<file path="src/rtl/hex_display_scanner_pkg.sv">
// Shared constants and nibble helpers for the hex display scanner.
// Helpers take words zero-extended to MAX_WIDTH so any legal WIDTH can use them.
package hex_display_scanner_pkg;

  localparam int NIBBLE_W   = 4;
  localparam int MAX_WIDTH  = 64;
  localparam int MAX_DIGITS = MAX_WIDTH / NIBBLE_W;

  function automatic logic [NIBBLE_W-1:0] nibble_of(input logic [MAX_WIDTH-1:0] word,
                                                    input int idx);
    return word[NIBBLE_W*idx +: NIBBLE_W];
  endfunction

  // Bit i set when every nibble from i upward is zero; digit 0 is never blank.
  function automatic logic [MAX_DIGITS-1:0] lz_mask(input logic [MAX_WIDTH-1:0] word);
    logic [MAX_DIGITS-1:0] mask;
    logic                  seenNz;
    mask   = '0;
    seenNz = 1'b0;
    for (int i = MAX_DIGITS - 1; i > 0; i--) begin
      seenNz  = seenNz | (word[NIBBLE_W*i +: NIBBLE_W] != '0);
      mask[i] = ~seenNz;
    end
    return mask;
  endfunction

endpackage

</file>
<file path="src/rtl/hex_display_scanner_refresh_tick_gen.sv">
// Free-running divider producing a one-cycle tick every DIV clock cycles.
// With DIV=1 the counter never leaves 0 and tick is constantly high.
module refresh_tick_gen
  import hex_display_scanner_pkg::*;
#(
  parameter int DIV = 50000
) (
  input  logic clk,
  input  logic reset,
  output logic tick
);

  localparam int CNT_W = (DIV > 1) ? $clog2(DIV) : 1;

  logic [CNT_W-1:0] cnt_q;
  logic [CNT_W-1:0] cnt_d;

  assign tick  = (cnt_q == CNT_W'(DIV - 1));
  assign cnt_d = tick ? '0 : cnt_q + CNT_W'(1);

  always_ff @(posedge clk or posedge reset) begin
    if (reset) begin
      cnt_q <= '0;
    end else begin
      cnt_q <= cnt_d;
    end
  end

endmodule

</file>
<file path="src/rtl/hex_display_scanner.sv">
// Time-multiplexes a captured word onto one shared 7-seg decoder input.
// New words wait in a pending register and are committed only when the scan wraps.
module hex_display_scanner
  import hex_display_scanner_pkg::*;
#(
  parameter  int WIDTH       = 16,
  parameter  int REFRESH_DIV = 50000,
  localparam int DIGITS      = WIDTH / 4
) (
  input  logic              clk,
  input  logic              reset,
  input  logic              load,
  input  logic [WIDTH-1:0]  data_in,
  input  logic              blank_lz,
  output logic [3:0]        nibble,
  output logic [DIGITS-1:0] digit_sel_n,
  output logic              digit_blank,
  output logic              frame_done
);

  localparam int IDX_W = (DIGITS > 1) ? $clog2(DIGITS) : 1;

  logic              tick;
  logic              wrap;

  logic [IDX_W-1:0]  idx_q, idx_d;
  logic [WIDTH-1:0]  shown_q, shown_d;
  logic [WIDTH-1:0]  pending_q, pending_d;
  logic              pendValid_q, pendValid_d;

  logic [3:0]        nibble_q, nibble_d;
  logic [DIGITS-1:0] selN_q, selN_d;
  logic              blank_q, blank_d;
  logic              frameDone_q;
  logic [DIGITS-1:0] lzMask;

  refresh_tick_gen #(.DIV(REFRESH_DIV)) u_tick (
    .clk   (clk),
    .reset (reset),
    .tick  (tick)
  );

  assign wrap = tick && (idx_q == IDX_W'(DIGITS - 1));

  // A load on the wrap cycle commits directly; otherwise the last load of the frame waits.
  always_comb begin
    idx_d       = idx_q;
    shown_d     = shown_q;
    pending_d   = pending_q;
    pendValid_d = pendValid_q;
    if (tick) begin
      idx_d = wrap ? '0 : idx_q + IDX_W'(1);
    end
    if (wrap) begin
      shown_d     = load ? data_in : (pendValid_q ? pending_q : shown_q);
      pendValid_d = 1'b0;
    end else if (load) begin
      pending_d   = data_in;
      pendValid_d = 1'b1;
    end
  end

  // Outputs are derived from next-state values so they move on the same edge as idx.
  always_comb begin
    lzMask   = DIGITS'(lz_mask(MAX_WIDTH'(shown_d)));
    nibble_d = nibble_of(MAX_WIDTH'(shown_d), int'(idx_d));
    blank_d  = 1'b0;
    for (int i = 0; i < DIGITS; i++) begin
      if (idx_d == IDX_W'(i)) begin
        blank_d = blank_lz & lzMask[i];
      end
    end
    selN_d = '1;
    for (int i = 0; i < DIGITS; i++) begin
      selN_d[i] = (idx_d != IDX_W'(i)) | blank_d;
    end
  end

  always_ff @(posedge clk or posedge reset) begin
    if (reset) begin
      idx_q       <= '0;
      shown_q     <= '0;
      pending_q   <= '0;
      pendValid_q <= 1'b0;
      nibble_q    <= '0;
      selN_q      <= ~DIGITS'(1);
      blank_q     <= 1'b0;
      frameDone_q <= 1'b0;
    end else begin
      idx_q       <= idx_d;
      shown_q     <= shown_d;
      pending_q   <= pending_d;
      pendValid_q <= pendValid_d;
      nibble_q    <= nibble_d;
      selN_q      <= selN_d;
      blank_q     <= blank_d;
      frameDone_q <= wrap;
    end
  end

  assign nibble      = nibble_q;
  assign digit_sel_n = selN_q;
  assign digit_blank = blank_q;
  assign frame_done  = frameDone_q;

endmodule

</file>
<file path="config.mk">
export PLATFORM = sky130hd
export DESIGN_NAME = hex_display_scanner
export DESIGN_NICKNAME = d
export VERILOG_FILES = /design/src/rtl/hex_display_scanner_pkg.sv /design/src/rtl/hex_display_scanner_refresh_tick_gen.sv /design/src/rtl/hex_display_scanner.sv
export SDC_FILE = /design/constraint.sdc
export NUM_CORES = 1
export LEC_CHECK = 0
export BUFFER_PORTS_ARGS = -buffer_cell sky130_fd_sc_hd__buf_2
export CAP_MARGIN = 25
export CORE_ASPECT_RATIO = 0.9
export CORE_MARGIN = 3
export CORE_UTILIZATION = 35
export DETAILED_ROUTE_END_ITERATION = 8
export PLACE_DENSITY_LB_ADDON = 0.12
export SLEW_MARGIN = 20
export SYNTH_ARGS = -nofsm -noshare
export SYNTH_HDL_FRONTEND = slang
export SYNTH_HIERARCHICAL = 1
export SYNTH_SLANG_ARGS = --single-unit
</file>
<file path="constraint.sdc">
create_clock -name clk -period 3.2 [get_ports clk]
set_input_delay 0.64 -clock clk [delete_from_list [all_inputs] [get_ports clk]]
set_output_delay 0.64 -clock clk [all_outputs]
set_load 0.01 [all_outputs]
</file>
==> results.cfg, run 1 <==
[floorplan]
boundaryPins = 30
start_util = 0.3636
die_w_um = 103.0
die_h_um = 93.27
dieArea_sq_um = 9603
num_rows = 31
coreArea_sq_um = 8145

[setup_path]
r2r_cells = 9
r2r_end = digit_sel_n[2]$_DFF_PP1_
critPathCaptureType = flop
critPathMaxStageDelay_ps = 550
required_ps = 3460
r2r_slack_ps = 180
worstPathCellList = or4b_4 -> nor4_4 -> nand2_2 -> inv_2 -> o21ai_1 -> a22o_1 -> or4_4 -> nand2b_1 -> nand3_1
cp.arrival_ps = 3290
worst-setup-path-type = reg2reg
slowest_stage = or4b_4
worst-path-max-fanout = 20
worstReg2RegStart = u_tick/cnt_q[4]$_DFF_PP0_
cp-start-kind = flop

[grt]
grt_max_degree = 46
grt_usage = 0.1669
grt_pass1_wl_um = 12290
antenna_found_initial = 0
grt-ovfl-total = 0
grt_pass1_vias = 2288

[place]
io_buffers = 29
gp_congestion = 0.8286
dp_cells = 401
place_ws_ps = 207.4
post-dp-hpwl_um = 4752

[cts]
clk_pin_slew_ps = 70
post_cts_buffers = 0
cts_sinks = 61
hold_buffers = 0
worstSkewPairLatency_ps = 330
htree_levels = 3
cts_resized = 0
cts-root-buf = clkbuf_8
clockBufferDepth = 2
cts_made_buffers = 9
cts_tree = done

[layout]
nFillCells = 800
seq_area_sq_um = 1530
syn2layout_area_growth_pct = 14.70
n_antenna_cell = 0
final_cell_mix = 58 x dfrtp_1, 29 x buf_2, 26 x nand2_1
nets = 335
stdcell_count = 416
multi_input_area_sq_um = 1324
drive_above_1_share = 0.2555
final_common_cell = dfrtp_1

[sta]
hold_ws_ps = 397.3
period_share = 0.9450
slew_violations = 0
setup_viol = 0
finalHoldViolations = 0
worst_slew_pin_slew_ps = 816.3
timing.final.crit_period_ps = 3024
setup_ws_ps = 175.8
finClkSkew_ps = 6.879
slew_headroom = 0.4558
setup_tns_ps = 0
fmax_mhz = 330.7
rsz0062_at_grt = false

[yosys]
synth-seq-cells = 61
syn_avg_cell_area_sq_um = 10.69
synth.top_cell.area_share = 0.4901
async_reset_ff_frac = 1.000
synth_cells = 277
ys_seq_area_frac = 0.5167
synthTopCellsByArea = dfrtp_1 49%, mux2_2 6.5%, a31oi_1 3.4%
netlist_area_sq_um = 2962
yosysTopAreaCell = dfrtp_1
synth_top_flop_cell = dfrtp_1
yosys.cell_types.count = 46
synth_warnings = 6
synth_edf_count = 0
synthesis.nets = 299

[routing]
antenna_left = 0
first_pass_iters = 4
drtIter0Drc = 139
vias = 2235
wire_per_inst_um = 17.16
wirelength_um = 7138
avgViaCountPerCell = 5.373
drc = 0

[power_and_ir_drop]
ir_worst_vdd_v = 0.0002537
p_total_w = 0.001585
power_density_nw_per_um2 = 466.6
p_leak_nw = 1.463

[outcome]
outcome = completed

[hold_path]
min_path_type = in2async

[flow_run]
cap_violations = 0
==> critical path: cells and delay by family (launching register included) <==
family	cells	cell delay, ps
simple gates	6	1790
flops	1	440
buf+inv	1	360
compound gates	2	360
==> layer usage <==
metal / up-vias / share of wire / GRT usage
met5: - / 0 / 0
met4: 0 / 0.0090 / 0.04315
met3: 4 / 0.039 / 0.05145
met2: 46 / 0.42 / 0.2147
met1: 1096 / 0.53 / 0.2652
li1: 1089 / - / -
==> sequential cells by signal, summed over array words and instances (netlist names) <==
register	count
u_tick/cnt_q	16
shown_q	16
nibble	4
digit_blank	1
digit_sel_n	4
frame_done	1
pendValid_q	1
idx_q	2
pending_q	16
==> through the flow <==
step | instance area (sq um) | util
2_1_floorplan | 2962 | -
3_3_place_gp | 3218 | 0.3951
3_5_place_dp | 3218 | 0.3951
4_1_cts | 3396 | 0.4169
5_1_grt | 3397 | 0.4171
6_report | 3397 | 0.4171
==> cell usage after synthesis (all sizes together) (7+ instances only) <==
cell type  count
a22oi         12
xor2           7
o22ai          7
dfrtp         58
nand4          7
nor2          17
nor2b         15
nand2         27
o21ai         18
mux2          17
buf            9
a31oi         16
==> layout make-up <==
cell class | instances | share of cell area
flip-flops and latches | 61 | 0.4505
multi-input cells | 198 | 0.3897
repair buffers | 37 | 0.06409
clock buffers | 14 | 0.05083
well taps | 99 | 0.03646
inverters | 6 | 0.006998
clock inverters | 1 | 0.001473
==> report_power, final <==
part / internal, W / total (W) / switching (W) / leakage [nW]
logic: 0.0000580 / 0.000125 / 0.0000668 / 0.634
clock network: 0.000340 / 0.000627 / 0.000287 / 0.0926
registers: 0.000809 / 0.000834 / 0.0000245 / 0.737
==> how the worst max path moves through the flow <==
| stage | from | end | slack [ps] | cells after the start |
|---|---|---|---|---|
| 2_1_floorplan | u_tick/cnt_q[4]$_DFF_PP0_ | digit_sel_n[2]$_DFF_PP1_ | 370 | 8 |
| 3_3_place_gp | u_tick/cnt_q[4]$_DFF_PP0_ | digit_sel_n[2]$_DFF_PP1_ | 290 | 9 |
| 3_5_place_dp | u_tick/cnt_q[4]$_DFF_PP0_ | digit_sel_n[2]$_DFF_PP1_ | 210 | 9 |
| 4_1_cts | u_tick/cnt_q[4]$_DFF_PP0_ | digit_sel_n[2]$_DFF_PP1_ | 190 | 9 |
| 5_1_grt | u_tick/cnt_q[4]$_DFF_PP0_ | digit_sel_n[2]$_DFF_PP1_ | 30 | 9 |
| 6_report | u_tick/cnt_q[4]$_DFF_PP0_ | digit_sel_n[2]$_DFF_PP1_ | 180 | 9 |
==> cell families (layout without fill, tap and decap cells) <==
| logic type | Yosys count | in the layout | synth area share |
|---|---|---|---|
| simple gates | 97 | 97 | 0.1838 |
| fa+ha+maj | 2 | 2 | 0.008448 |
| compound gates | 67 | 67 | 0.1445 |
| buf+inv | 18 | 58 | 0.03633 |
| mux | 20 | 20 | 0.07478 |
| xor+xnor | 12 | 12 | 0.03549 |
| flops | 61 | 61 | 0.5167 |
Note: power is estimated with default switching activity, not from simulation.
==> inputs of run 2 (changes only) <==
--- a/config.mk
+++ b/config.mk
@@ -5,6 +5,7 @@
 export SDC_FILE = /design/constraint.sdc
 export NUM_CORES = 1
 export LEC_CHECK = 0
+export ABC_AREA = 1
 export BUFFER_PORTS_ARGS = -buffer_cell sky130_fd_sc_hd__buf_2
 export CAP_MARGIN = 25
 export CORE_ASPECT_RATIO = 0.9
==> run 2 against run 1 <==
Power fell by 3.6%. Area after synthesis hardly changed. Synthesized cell count up 31%. Maximum frequency grew 26%. Register-to-register slack better by 630 ps. Final cell count up 21%. Wire length shrank 10%. Global-route usage fell by 1.4 points. Final area decreased by 0.37%. Die area about the same. Critical path depth grew 7. Critical endpoint is now digit_blank$_DFF_PP0_. Largest cell class unchanged. Largest power group unchanged.
==> results.cfg, run 2 <==
[routing]
wirelength_um = 6405
vias = 2285
drc = 0
drtIter0Drc = 107
first_pass_iters = 4
avgViaCountPerCell = 4.552
antenna_left = 0
wire_per_inst_um = 12.76

[cts]
cts_made_buffers = 9
cts_sinks = 61
cts_tree = done
worstSkewPairLatency_ps = 340
clockBufferDepth = 2
post_cts_buffers = 0
cts-root-buf = clkbuf_8
clk_pin_slew_ps = 70
htree_levels = 3
hold_buffers = 0
cts_resized = 0

[place]
gp_congestion = 0.7999
post-dp-hpwl_um = 4736
io_buffers = 29

[floorplan]
die_w_um = 103.0
num_rows = 31
coreArea_sq_um = 8145
boundaryPins = 30
dieArea_sq_um = 9611
die_h_um = 93.31
start_util = 0.3639

[setup_path]
cp.arrival_ps = 2620
r2r_cells = 16
required_ps = 3430
worst-setup-path-type = reg2reg
critPathCaptureType = flop
r2r_slack_ps = 810
cp-start-kind = flop
worstReg2RegStart = u_tick/cnt_q[0]$_DFF_PP0_
r2r_end = digit_blank$_DFF_PP0_
worst-path-max-fanout = 12

[sta]
period_share = 0.7478
finClkSkew_ps = 8.785
hold_ws_ps = 245.2
slew_headroom = 0.5735
rsz0062_at_grt = false
finalHoldViolations = 0
setup_tns_ps = 0
fmax_mhz = 417.9
timing.final.crit_period_ps = 2393
slew_violations = 0
worst_slew_pin_slew_ps = 639.1
setup_viol = 0

[layout]
syn2layout_area_growth_pct = 14.18
drive_above_1_share = 0.1886
nets = 420
n_antenna_cell = 0
top_regs = pending_q (16), shown_q (16), u_tick/cnt_q (16)
final_cell_mix = 111 x nand2_1, 58 x inv_1, 58 x dfrtp_1
final_common_cell = nand2_1

[yosys]
synth-seq-cells = 61
synthTopCellsByArea = dfrtp_1 49%, nand2_1 14%, inv_1 7.5%
synth-xor-area-share = 0.01477
yosys.area_share.simple = 0.2680
synthesis.nets = 385
synth-compound-area-share = 0.06965
netlist_area_sq_um = 2964
synth_top_flop_cell = dfrtp_1
synth_cells = 363
async_reset_ff_frac = 1.000
synthTopCellsByCount = 111 x nand2_1, 59 x inv_1, 58 x dfrtp_1
yosys.cell_count.top_type = nand2_1
synth_top_family_by_area = simple AND/OR/NAND/NOR gates
synth_warnings = 6
synthMuxAreaShare = 0.02659
syn_avg_cell_area_sq_um = 8.166
ys_seq_area_frac = 0.5163
synthAdderAreaFrac = 0.008442
yosys.cell_types.count = 34
yosysTopAreaCell = dfrtp_1
synth_edf_count = 0
synth.top_cell.area_share = 0.4897

[power_and_ir_drop]
p_total_w = 0.001529
power_density_nw_per_um2 = 451.7
p_leak_nw = 1.782
ir_worst_vdd_v = 0.0002087

[grt]
grt_pass1_vias = 2272
grt_pass1_wl_um = 11180
grt_usage = 0.1533
antenna_found_initial = 0
grt-ovfl-total = 0
grt_max_degree = 46

[hold_path]
min_path_type = in2async

[flow_run]
cap_violations = 0

[outcome]
outcome = completed
-- run 2: cell types whose count changed after synthesis, sizes merged, moves of 10 or more --
cell   previous run  this run
inv               5        62
a22oi            12         0
a31oi            16         1
mux2             17         7
nor2b            15         0
nor2             17        40
nand2            27       118
-- run 2: worst max-delay path, cell delays in order, from the launching register on --
cell and delay [ps]:
dfrtp_1 390, ha_1 210, nand3_2 150, nor2_1 160, nand2_2 120, inv_2 150
nand2_2 90, nor2_2 400, inv_2 120, nand2_1 80, nand2_1 60, nand2_1 60
nor2_1 40, nand2_1 70, nand2_1 60, nand3_2 90, inv_1 40
-- run 2: cells by family after synthesis --
kind of cell	count (synthesis)
AO/OA/AOI/OAI	35
buffers and inverters	70
flip-flops	61
adder cells (fa/ha/maj)	2
multiplexers	7
AND/OR/NAND/NOR	183
XOR/XNOR	5
-- run 2: area by class of cell --
| type | instances | area (sq um) |
|---|---|---|
| multi-input cells | 232 | 1149 |
| inverters | 63 | 236.5 |
| well taps | 99 | 123.9 |
| repair buffers | 31 | 172.7 |
| clock inverters | 2 | 10.01 |
| flip-flops and latches | 61 | 1530 |
| clock buffers | 14 | 162.7 |
| fillers | 877 | 4761 |
-- run 2: how the worst max path moves through the flow --
stage                     slack, ps                 startpoint                        end
after CTS                       810  u_tick/cnt_q[0]$_DFF_PP0_      digit_blank$_DFF_PP0_
after global placement          890  u_tick/cnt_q[0]$_DFF_PP0_      digit_blank$_DFF_PP0_
after floorplan                1230  u_tick/cnt_q[0]$_DFF_PP0_  pending_q[12]$_DFFE_PP0P_
after detailed placement        820  u_tick/cnt_q[0]$_DFF_PP0_      digit_blank$_DFF_PP0_
after global routing            460  u_tick/cnt_q[0]$_DFF_PP0_   digit_sel_n[2]$_DFF_PP1_
final                           810  u_tick/cnt_q[0]$_DFF_PP0_      digit_blank$_DFF_PP0_
-- run 2: through the flow --
step	setup slack, ps	util	cell area, sq um	std cells
final	807.2	0.4155	3385	502
after global routing	459.6	0.4155	3385	502
after CTS	812.0	0.4131	3364	501
after detailed placement	822.8	0.3919	3192	485
after global placement	887.8	0.3919	3192	485
after floorplan	1233	-	2964	363
-- run 2: report_power, final --
| part | internal (W) | switching [W] | leakage (nW) |
|---|---|---|---|
| Sequential | 0.000800 | 0.0000109 | 0.729 |
| Combinational | 0.0000439 | 0.0000663 | 0.963 |
| Clock | 0.000322 | 0.000286 | 0.0905 |
| Total | 0.00117 | 0.000363 | 1.78 |
-- run 2: layer usage --
layer  track usage  share of wire
met5             0              0
met4       0.05502         0.0092
met3       0.04996          0.035
met2        0.2099           0.43
met1        0.2243           0.53
==> inputs of run 3 (changes only) <==
==> constraint.sdc (replaced) <==
create_clock -name clk -period 2.28 [get_ports clk]
set_input_delay 0.456 -clock clk [delete_from_list [all_inputs] [get_ports clk]]
set_output_delay 0.456 -clock clk [all_outputs]
set_load 0.01 [all_outputs]
==> run 3 against run 2 <==
Combinational power rose by 44%. Hold slack got worse by 81 ps. Die area unchanged. Via count grew 1.0%. Worst setup slack got worse by 610 ps. Final area increased by 3.5%. Critical path depth fell by 2. Register-to-register slack worse by 610 ps. Power is 46% higher. Clock-buffer cell count decreased by 3. Wire length up 4.6%. Final cell count grew 2.6%.
==> results.cfg, run 3 (synthesized netlist as in run 2, its figures left out) <==
[outcome]
outcome = completed

[place]
post-dp-hpwl_um = 5083
io_buffers = 29
gp_congestion = 0.7948
placed_area_sq_um = 3274
place_ws_ps = 149.4

[floorplan]
boundaryPins = 30
start_util = 0.3639
num_rows = 31
die_w_um = 103.0
coreArea_sq_um = 8145
dieArea_sq_um = 9611
die_h_um = 93.31

[power_and_ir_drop]
clkPwrFrac = 0.420
combPwrFrac = 0.071
power_density_nw_per_um2 = 637.8
p_int_w = 0.001713
p_leak_nw = 1.854
p_total_w = 0.002234
p_sw_frac = 0.2328
power_switching_w = 0.0005200
ir_worst_vdd_v = 0.0003247
seqPwrFrac = 0.509

[layout]
nets = 433
n_antenna_cell = 0
drive_above_1_share = 0.2284
syn2layout_area_growth_pct = 18.15
final_common_cell = nand2_1
top_regs = pending_q (16), shown_q (16), u_tick/cnt_q (16)
nFillCells = 837
final_cell_mix = 110 x nand2_1, 58 x inv_1, 57 x dfrtp_1
fin_area_sq_um = 3502

[grt]
antenna_found_initial = 0
grt_max_degree = 23
grt_pass1_wl_um = 11440
grt-ovfl-total = 0
grt_pass1_vias = 2342
grt_usage = 0.1566

[sta]
finalHoldViolations = 0
period_share = 0.9124
finClkSkew_ps = 12.02
slew_violations = 0
worst_slew_pin_slew_ps = 616.9
slew_headroom = 0.5883
setup_viol = 0
setup_ws_ps = 199.8
setup_tns_ps = 0
rsz0062_at_grt = false
fmax_mhz = 480.7
timing.final.crit_period_ps = 2080

[setup_path]
slowest_stage = dfrtp_1
worst-setup-path-type = reg2reg
worstPathCellList = ha_2 -> nand3_2 -> nor2_1 -> nand2_2 -> inv_2 -> nand2_2 -> clkinv_1 -> buf_4 -> nand2_1 -> nand2_1 -> nand2_1 -> o21ai_1 -> nand3_2 -> nand2_1
cp.arrival_ps = 2350
critPathCaptureType = flop
cp-start-kind = flop
worst-path-max-fanout = 18
path_buf_inv = 3
r2r_cells = 14
crit_cells = 14
required_ps = 2550
critPathMaxStageDelay_ps = 360
path_delay_family = simple AND/OR/NAND/NOR gates
cpMostUsedCell = nand2_1

[cts]
htree_levels = 3
cts_sinks = 61
cts_tree = done
cts-root-buf = clkbuf_8
cts_made_buffers = 9
clockBufferDepth = 2
clk_pin_slew_ps = 70
worstSkewPairLatency_ps = 330
hold_buffers = 0

[routing]
wirelength_um = 6698
drtIter0Drc = 84
antenna_left = 0
topRoutingLayerUsed = met4
drc = 0
first_pass_iters = 4
avgViaCountPerCell = 4.482
wire_per_inst_um = 13.01
met3_length_um = 282
vias = 2308
wirelength_met1_um = 3428
wl_met2_um = 2870

[flow_run]
cap_violations = 0

[hold_path]
min_path_type = in2async
-- run 3: changes by cell type in the layout (fill, tap and decap cells not counted), sizes merged --
cell	change
bufinv	+1
buf	+13
clkbuf	-3
clkinv	+2
-- run 3: worst reg2reg max path, cell delays in order, from the launching register on --
cell and delay, ps:
dfrtp_1 360, ha_2 200, nand3_2 80, nor2_1 130
nand2_2 120, inv_2 80, nand2_2 80, clkinv_1 50
buf_4 220, nand2_1 130, nand2_1 90, nand2_1 60
o21ai_1 220, nand3_2 120, nand2_1 80
-- run 3: final timing paths --
path / slack, ps / startpoint / end
worst max-delay path: 200 / u_tick/cnt_q[1]$_DFF_PP0_ / digit_sel_n[1]$_DFF_PP1_
worst min-delay path: 160 / reset / pending_q[15]$_DFFE_PP0P_
worst max register to register: 200 / u_tick/cnt_q[1]$_DFF_PP0_ / digit_sel_n[1]$_DFF_PP1_
worst min register to register: 490 / pending_q[4]$_DFFE_PP0P_ / pending_q[4]$_DFFE_PP0P_
max in group asynchronous: 1470 / reset / digit_sel_n[3]$_DFF_PP1_
min in group clk: 370 / data_in[12] / pending_q[12]$_DFFE_PP0P_
-- run 3: repair_timing --
item / 4_1_cts / 5_1_grt
setup endpoints to repair: 0 / 6
buffers inserted: 0 / 3
gates resized for setup: 0 / 5
-- run 3: per-stage QoR --
stage	hold WS [ps]	cells	util
after floorplan	369.7	363	-
after global placement	463.0	496	0.4020
after detailed placement	466.7	496	0.4020
after CTS	172.5	512	0.4255
after global routing	196.3	515	0.4300
final	164.1	515	0.4300
-- run 3: cell type report --
cell class,count,area [sq um],area share
repair buffers,44,257.7,0.07360
well taps,99,123.9,0.03537
flip-flops and latches,61,1531,0.4373
multi-input cells,232,1161,0.3315
clock inverters,5,50.05,0.01429
inverters,63,236.5,0.06752
clock buffers,11,141.4,0.04037
-- run 3: power by group through the flow --
| stage | Clock, W | Combinational, W | Sequential (W) |
|---|---|---|---|
| floorplan | 0 | 0.000100 | 0.00116 |
| detailed placement | 0 | 0.000162 | 0.00116 |
| global placement | 0 | 0.000160 | 0.00116 |
| finish | 0.000938 | 0.000158 | 0.00114 |
| CTS | 0.000977 | 0.000162 | 0.00114 |
| global route | 0.00103 | 0.000183 | 0.00114 |
-- run 3: routing by layer --
layer	global-route usage	up-vias
met2	0.2260	45
met3	0.04847	10
li1	-	1213
met4	0.04531	0
met1	0.2257	1040
met5	0	-
